### src/rtl/div_pkg.sv
// Shared types and constants for the multi-cycle restoring divider.
// Imported by div_step and div_unit.
package div_pkg;

  localparam int DIV_ITER  = 32;
  localparam int DIV_CNT_W = 5;

  typedef enum logic [2:0] {
    DIV_IDLE  = 3'd0,
    DIV_CHECK = 3'd1,
    DIV_RUN   = 3'd2,
    DIV_FIX   = 3'd3,
    DIV_DONE  = 3'd4,
    DIV_ERR   = 3'd5
  } div_state_t;

endpackage

### src/rtl/div_if.sv
// Divide request/response bundle between the control unit (master) and div_unit (slave).
interface div_if #(
  parameter int WIDTH = 32
);

  logic             divControl;
  logic [WIDTH-1:0] a;
  logic [WIDTH-1:0] b;
  logic [WIDTH-1:0] hiDiv;
  logic [WIDTH-1:0] loDiv;
  logic             busy;
  logic             done;
  logic             div0;

  modport master (
    output divControl, a, b,
    input  hiDiv, loDiv, busy, done, div0
  );

  modport slave (
    input  divControl, a, b,
    output hiDiv, loDiv, busy, done, div0
  );

endinterface

### src/rtl/div_step.sv
// One restoring-division iteration: shift {rem,quo} left, trial-subtract the divisor
// and keep the difference when it does not go negative.
import div_pkg::*;

module div_step #(
  parameter int WIDTH = 32
) (
  input  logic [WIDTH-1:0] rem,
  input  logic [WIDTH-1:0] quo,
  input  logic [WIDTH-1:0] divisor,
  output logic [WIDTH-1:0] rem_nxt,
  output logic [WIDTH-1:0] quo_nxt
);

  logic [WIDTH:0] shifted;
  logic [WIDTH:0] trial;

  // rem < divisor on entry, so the shifted value is below 2*divisor and the
  // borrow lands in the extra top bit.
  assign shifted = {rem, quo[WIDTH-1]};
  assign trial   = shifted - {1'b0, divisor};

  always_comb begin
    rem_nxt = shifted[WIDTH-1:0];
    quo_nxt = {quo[WIDTH-2:0], 1'b0};
    if (!trial[WIDTH]) begin
      rem_nxt = trial[WIDTH-1:0];
      quo_nxt = {quo[WIDTH-2:0], 1'b1};
    end
  end

endmodule

### src/rtl/div_unit.sv
// Multi-cycle 32-bit divider: quotient to loDiv, remainder to hiDiv, div0 on zero divisor.
// Define DIV_SIGNED_EN for signed (div) semantics; otherwise unsigned (divu).
//
// state     | meaning
// ----------|--------------------------------------------------------------
// DIV_IDLE  | waiting for divControl; operands latched on accept
// DIV_CHECK | zero-divisor test, load rem=0 and quo=|a|
// DIV_RUN   | one restoring step per cycle, counter 0..31
// DIV_FIX   | apply result signs, register hiDiv/loDiv
// DIV_DONE  | done pulse, results valid
// DIV_ERR   | div0 pulse, results untouched
import div_pkg::*;

module div_unit #(
  parameter int WIDTH = 32
) (
  input  logic clk,
  input  logic reset,
  div_if.slave bus
);

  div_state_t             state_q;
  div_state_t             state_d;
  logic [DIV_CNT_W-1:0]   cnt_q;
  logic [WIDTH-1:0]       a_q;
  logic [WIDTH-1:0]       b_q;
  logic [WIDTH-1:0]       rem_q;
  logic [WIDTH-1:0]       quo_q;
  logic [WIDTH-1:0]       hi_q;
  logic [WIDTH-1:0]       lo_q;
  logic [WIDTH-1:0]       dvd_mag;
  logic [WIDTH-1:0]       dvs_mag;
  logic [WIDTH-1:0]       rem_nxt;
  logic [WIDTH-1:0]       quo_nxt;
  logic [WIDTH-1:0]       hi_fix;
  logic [WIDTH-1:0]       lo_fix;
  logic                   last_iter;

`ifdef DIV_SIGNED_EN
  // Magnitudes feed the unsigned core; 0x80000000 maps to itself, which is
  // still the right unsigned magnitude.
  assign dvd_mag = a_q[WIDTH-1] ? -a_q : a_q;
  assign dvs_mag = b_q[WIDTH-1] ? -b_q : b_q;
  assign lo_fix  = (a_q[WIDTH-1] ^ b_q[WIDTH-1]) ? -quo_q : quo_q;
  assign hi_fix  = a_q[WIDTH-1] ? -rem_q : rem_q;
`else
  assign dvd_mag = a_q;
  assign dvs_mag = b_q;
  assign lo_fix  = quo_q;
  assign hi_fix  = rem_q;
`endif

  assign last_iter = (cnt_q == DIV_CNT_W'(DIV_ITER - 1));

  div_step #(
    .WIDTH (WIDTH)
  ) u_step (
    .rem     (rem_q),
    .quo     (quo_q),
    .divisor (dvs_mag),
    .rem_nxt (rem_nxt),
    .quo_nxt (quo_nxt)
  );

  always_ff @(posedge clk) begin
    if (reset) begin
      state_q <= DIV_IDLE;
    end else begin
      state_q <= state_d;
    end
  end

  always_comb begin
    state_d = state_q;
    case (state_q)
      DIV_IDLE:  if (bus.divControl) state_d = DIV_CHECK;
      DIV_CHECK: state_d = (b_q == '0) ? DIV_ERR : DIV_RUN;
      DIV_RUN:   if (last_iter) state_d = DIV_FIX;
      DIV_FIX:   state_d = DIV_DONE;
      DIV_DONE:  state_d = DIV_IDLE;
      DIV_ERR:   state_d = DIV_IDLE;
      default:   state_d = DIV_IDLE;
    endcase
  end

  always_ff @(posedge clk) begin
    if (reset) begin
      cnt_q <= '0;
      a_q   <= '0;
      b_q   <= '0;
      rem_q <= '0;
      quo_q <= '0;
      hi_q  <= '0;
      lo_q  <= '0;
    end else begin
      case (state_q)
        DIV_IDLE: begin
          if (bus.divControl) begin
            a_q <= bus.a;
            b_q <= bus.b;
          end
        end
        DIV_CHECK: begin
          if (b_q != '0) begin
            rem_q <= '0;
            quo_q <= dvd_mag;
            cnt_q <= '0;
          end
        end
        DIV_RUN: begin
          rem_q <= rem_nxt;
          quo_q <= quo_nxt;
          cnt_q <= cnt_q + 1'b1;
        end
        DIV_FIX: begin
          hi_q <= hi_fix;
          lo_q <= lo_fix;
        end
        default: begin
        end
      endcase
    end
  end

  assign bus.hiDiv = hi_q;
  assign bus.loDiv = lo_q;
  assign bus.busy  = (state_q != DIV_IDLE);
  assign bus.done  = (state_q == DIV_DONE);
  assign bus.div0  = (state_q == DIV_ERR);

endmodule

### src/flat_wrapper.sv
// flat-port wrapper written by rule: the top's interface ports become plain ports
module div_unit_flat 
#(
  parameter int WIDTH = 32
)
  (clk, reset, bus_divControl, bus_a, bus_b, bus_hiDiv, bus_loDiv, bus_busy, bus_done, bus_div0);
  div_if #(.WIDTH(WIDTH)) bus_i ();
  input  logic clk;
  input  logic reset;
  input wire logic [$bits(bus_i.divControl)-1:0] bus_divControl;
  input wire logic [$bits(bus_i.a)-1:0] bus_a;
  input wire logic [$bits(bus_i.b)-1:0] bus_b;
  output wire logic [$bits(bus_i.hiDiv)-1:0] bus_hiDiv;
  output wire logic [$bits(bus_i.loDiv)-1:0] bus_loDiv;
  output wire logic [$bits(bus_i.busy)-1:0] bus_busy;
  output wire logic [$bits(bus_i.done)-1:0] bus_done;
  output wire logic [$bits(bus_i.div0)-1:0] bus_div0;
  assign bus_i.divControl = bus_divControl;
  assign bus_i.a = bus_a;
  assign bus_i.b = bus_b;
  assign bus_hiDiv = bus_i.hiDiv;
  assign bus_loDiv = bus_i.loDiv;
  assign bus_busy = bus_i.busy;
  assign bus_done = bus_i.done;
  assign bus_div0 = bus_i.div0;
  div_unit #(.WIDTH(WIDTH)) u_core (.clk(clk), .reset(reset), .bus(bus_i));
endmodule
### config.mk
export PLATFORM = sky130hd
export DESIGN_NAME = div_unit_flat
export DESIGN_NICKNAME = d
export VERILOG_FILES = /design/src/rtl/div_pkg.sv /design/src/rtl/div_if.sv /design/src/rtl/div_step.sv /design/src/rtl/div_unit.sv /design/src/flat_wrapper.sv
export SDC_FILE = /design/constraint.sdc
export NUM_CORES = 1
export LEC_CHECK = 0
export ABC_CLOCK_PERIOD_IN_PS = 9700
export CORE_MARGIN = 2
export CORE_UTILIZATION = 60
export DETAILED_ROUTE_END_ITERATION = 6
export PLACE_DENSITY = 0.86
export SETUP_SLACK_MARGIN = 0.4
export SYNTH_ARGS = -nofsm -noshare
export SYNTH_HDL_FRONTEND = slang
export SYNTH_HIERARCHICAL = 1
export SYNTH_SLANG_ARGS = --single-unit
### constraint.sdc
create_clock -name clk -period 9.7 [get_ports clk]
set_input_delay 0.97 -clock clk [delete_from_list [all_inputs] [get_ports clk]]
set_output_delay 0.97 -clock clk [all_outputs]
set_load 0.02 [all_outputs]
==> impl_metrics.csv <==
group,metric,value,unit
outcome,outcome,"complete, no violations",
sta,rsz0062_at_grt,"no",
die,die_area,18000,sq um
die,io_pins,134,
yosys,synth-compound-area-share,24.6,%
yosys,synth-edff-count,0,
critical_path,cp_slowest_cell,"fa_1",
yosys,synthSimpleGateAreaFrac,17.0,%
placement,placed_area,11200,sq um
yosys,ys_async_sr_fraction,0,%
finish,fin_nets,1356,
critical_path,critPathLaunchType,"flop",
sta,fin_crit_sh,38.0,%
yosys,synth-seq-cells,200,
critical_path,cp_slowest_stage_delay,0.41,ns
critical_path,required,10.02,ns
hold_path,hold_path_class,"flop to flop",
sta,skew,0.00977,ns
finish,n_antenna_cell,0,
clocking,cts.clk_slew.worst_paths,0.07,ns
drt,vias,9065,
yosys,syn-num-nets,1312,
sta,tns,0,ns
sta,worst_pin_slew,0.953,ns
clocking,holdBufCountCts,0,
global_route,grt_usage,27.5,%
yosys,synth_flop_cell,"dfxtp_1",
yosys,synth-seq-area-share,39.4,%
drt,wl,24500,um
die,start_util,61.2,%
yosys,syn_inst,1210,
drt,drtAntennaViolNets,0,
sta,maxSlewViolCount,0,
yosys,yosys-top-cells-area,"dfxtp_1 (39%), nand2_1 (11%), a21oi_1 (7.5%)",
finish,syn_to_final_growth,16.1,%
critical_path,cp_num_cells,14,
yosys,synth_top_area_share,39.4,%
drt,drc_errors,0,
drt,wl_per_cell,16.5,um
critical_path,ff2ff_path_depth,14,
finish,fillerInstances,1324,
clocking,post_cts_buffers,0,
sta,finalSetupViolCount,0,
finish,ff_latch_area,4000,sq um
yosys,synthAdderAreaFrac,4.39,%
job,drv_cap,0,
clocking,clock_path_buffers,2,
global_route,grt_pass1_vias,8487,
clocking,htree_levels,4,
critical_path,worstSetupPathType,"flop to flop",
placement,port_buffers,133,
yosys,netlist_area,10200,sq um
finish,multi_input_area,5320,sq um
yosys,synth.distinct_cells,76,
hold_path,hold_path_depth,2,
critical_path,worstPathBufferInverterCount,2,
yosys,synthMuxAreaShare,3.57,%
drt,vias_per_cell,6.10,
critical_path,crit_family,"compound AO/OA/AOI/OAI gates",
placement,dp_hpwl,16000,um
die,die_x,134,um
clocking,cts_buffers,17,
power,powerDensity,178,nW/um^2
critical_path,path_cells,"inv_1 -> ha_1 -> fa_1 -> and2b_1 -> o2111ai_2 -> a21oi_2 -> o2111ai_1 -> a211oi_2 -> nor2_4 -> mux2i_4 -> and2_4 -> inv_8 -> mux2_2 -> a32o_1",
power,power.total,2.10,mW
finish,instances_no_fill,1486,
sta,fmax,271,MHz
global_route,grt_overflow,0,
die,num_rows,47,
drt,dr.pass1.iters,6,
die,die_h,134,um
yosys,syn_avg_cell_area,8.39,sq um
placement,gp_congestion,0.877,
sta,slew_headroom,36.5,%
sta,finalHoldViolations,0,
placement,post-place-cells,1455,
yosys,synth_warnings,6,
yosys,synthXorXnorAreaFrac,2.50,%
die,coreArea,16600,sq um
clocking,cts_tree,"done",
critical_path,worstPathMaxFanout,24,
critical_path,crit_arrival,4.01,ns
power,ir_drop,0.140,mV
clocking,clkLatencyLatePin,0.44,ns
yosys,synth_top_family_by_area,"compound AO/OA/AOI/OAI gates",
global_route,grt_pass1_wl,40600,um
power,leakagePower,4.22,nW
global_route,antenna_found_initial,0,
sta,fin_crit,3.68,ns
critical_path,cp-end-kind,"flop",
yosys,synth_top_area_cell,"dfxtp_1",
drt,drt_first_iter_violations,895,
clocking,clock_sinks,200,
finish,design_area,11800,sq um
clocking,cts-root-buf,"clkbuf_16",
global_route,grt_max_degree,92,
finish,drive_gt1_share,8.06,%
yosys,ys_top_cells_by_count,"nand2_1 (307), dfxtp_1 (200), a21oi_1 (152)",
clocking,post_cts_resized,0,
yosys,yosysMostFrequentCell,"nand2_1",
-- worst paths after layout --
check	start	end	slack [ns]
worst min register to register	u_core/bus.loDiv[16]$_SDFFE_PP0N_	u_core/bus.loDiv[16]$_SDFFE_PP0N_	0.45
worst max-delay path	u_core/lo_fix[31]$_SDFFE_PP0P_	u_core/hi_fix[3]$_SDFFE_PP0P_	6.02
worst max register to register	u_core/lo_fix[31]$_SDFFE_PP0P_	u_core/hi_fix[3]$_SDFFE_PP0P_	6.02
worst min-delay path	u_core/bus.loDiv[16]$_SDFFE_PP0N_	u_core/bus.loDiv[16]$_SDFFE_PP0N_	0.45
-- report_power, final --
group          switching (mW)  internal, mW  total (mW)
clock                   0.326         0.413       0.739
combinational           0.278         0.198       0.477
sequential             0.0287         0.853       0.881
total                   0.634          1.46        2.10
-- state kept, by name, summed over array words and instances, names as in the netlist --
name and cells:
u_core/bus.hiDiv 32, u_core/b_q 32, u_core/lo_fix 32, u_core/bus.loDiv 32, u_core/hi_fix 32, u_core/a_q 32
u_core/cnt_q 5, u_core/state_q 3
-- worst min-delay path, cell delays in order, from the launching register on --
cell and delay, ns:
dfxtp_1 0.31, nand2_1 0.05, a21oi_1 0.05
-- logic make-up (layout without fill, tap and decap cells) --
kind of cell             after synthesis  count (layout)
AND/OR/NAND/NOR                      397             397
AO/OA/AOI/OAI                        366             366
flip-flops                           200             200
buffers and inverters                158             214
adder cells (fa/ha/maj)               35              35
XOR/XNOR                              29              29
multiplexers                          25              25
-- through the flow --
step	hold slack, ns	util [%]	setup WS, ns
after floorplan	0.437	-	6.26
after global routing	0.470	71.1	5.82
final	0.453	71.1	6.02
after CTS	0.456	71.1	6.02
after global placement	0.443	67.4	6.10
after detailed placement	0.446	67.4	6.03
-- layout by cell type (no fill, tap or decap), types with 10 or more instances in the layout --
cell,count
a32o_1,35
a21o_1,17
a21oi_1,152
clkdlybuf4s50_1,132
buf_4,15
nand3_1,15
a22oi_1,32
nor2_1,10
xnor2_1,14
o221ai_1,32
clkbuf_16,17
xor2_1,15
o21ai_0,18
dfxtp_1,200
ha_1,34
nand2_1,306
o211ai_1,33
inv_1,35
mux2_4,19
-- area by class of cell --
type,instances,share of cell area (%)
multi-input cells,852,45.1
flip-flops and latches,200,34.0
repair buffers,147,12.2
clock buffers,17,3.61
well taps,220,2.33
clock inverters,14,1.63
inverters,36,1.21
-- metal layers --
metal  track usage (%)  share of wire, %  vias to the layer above
met2              45.4                47                      381
met3              5.25               7.1                       46
met4              8.25               2.0                        0
met5                 0                 0                        -
li1                  -                 -                     4365
met1              36.8                44                     4273
Power figures use the tool's default switching activity.
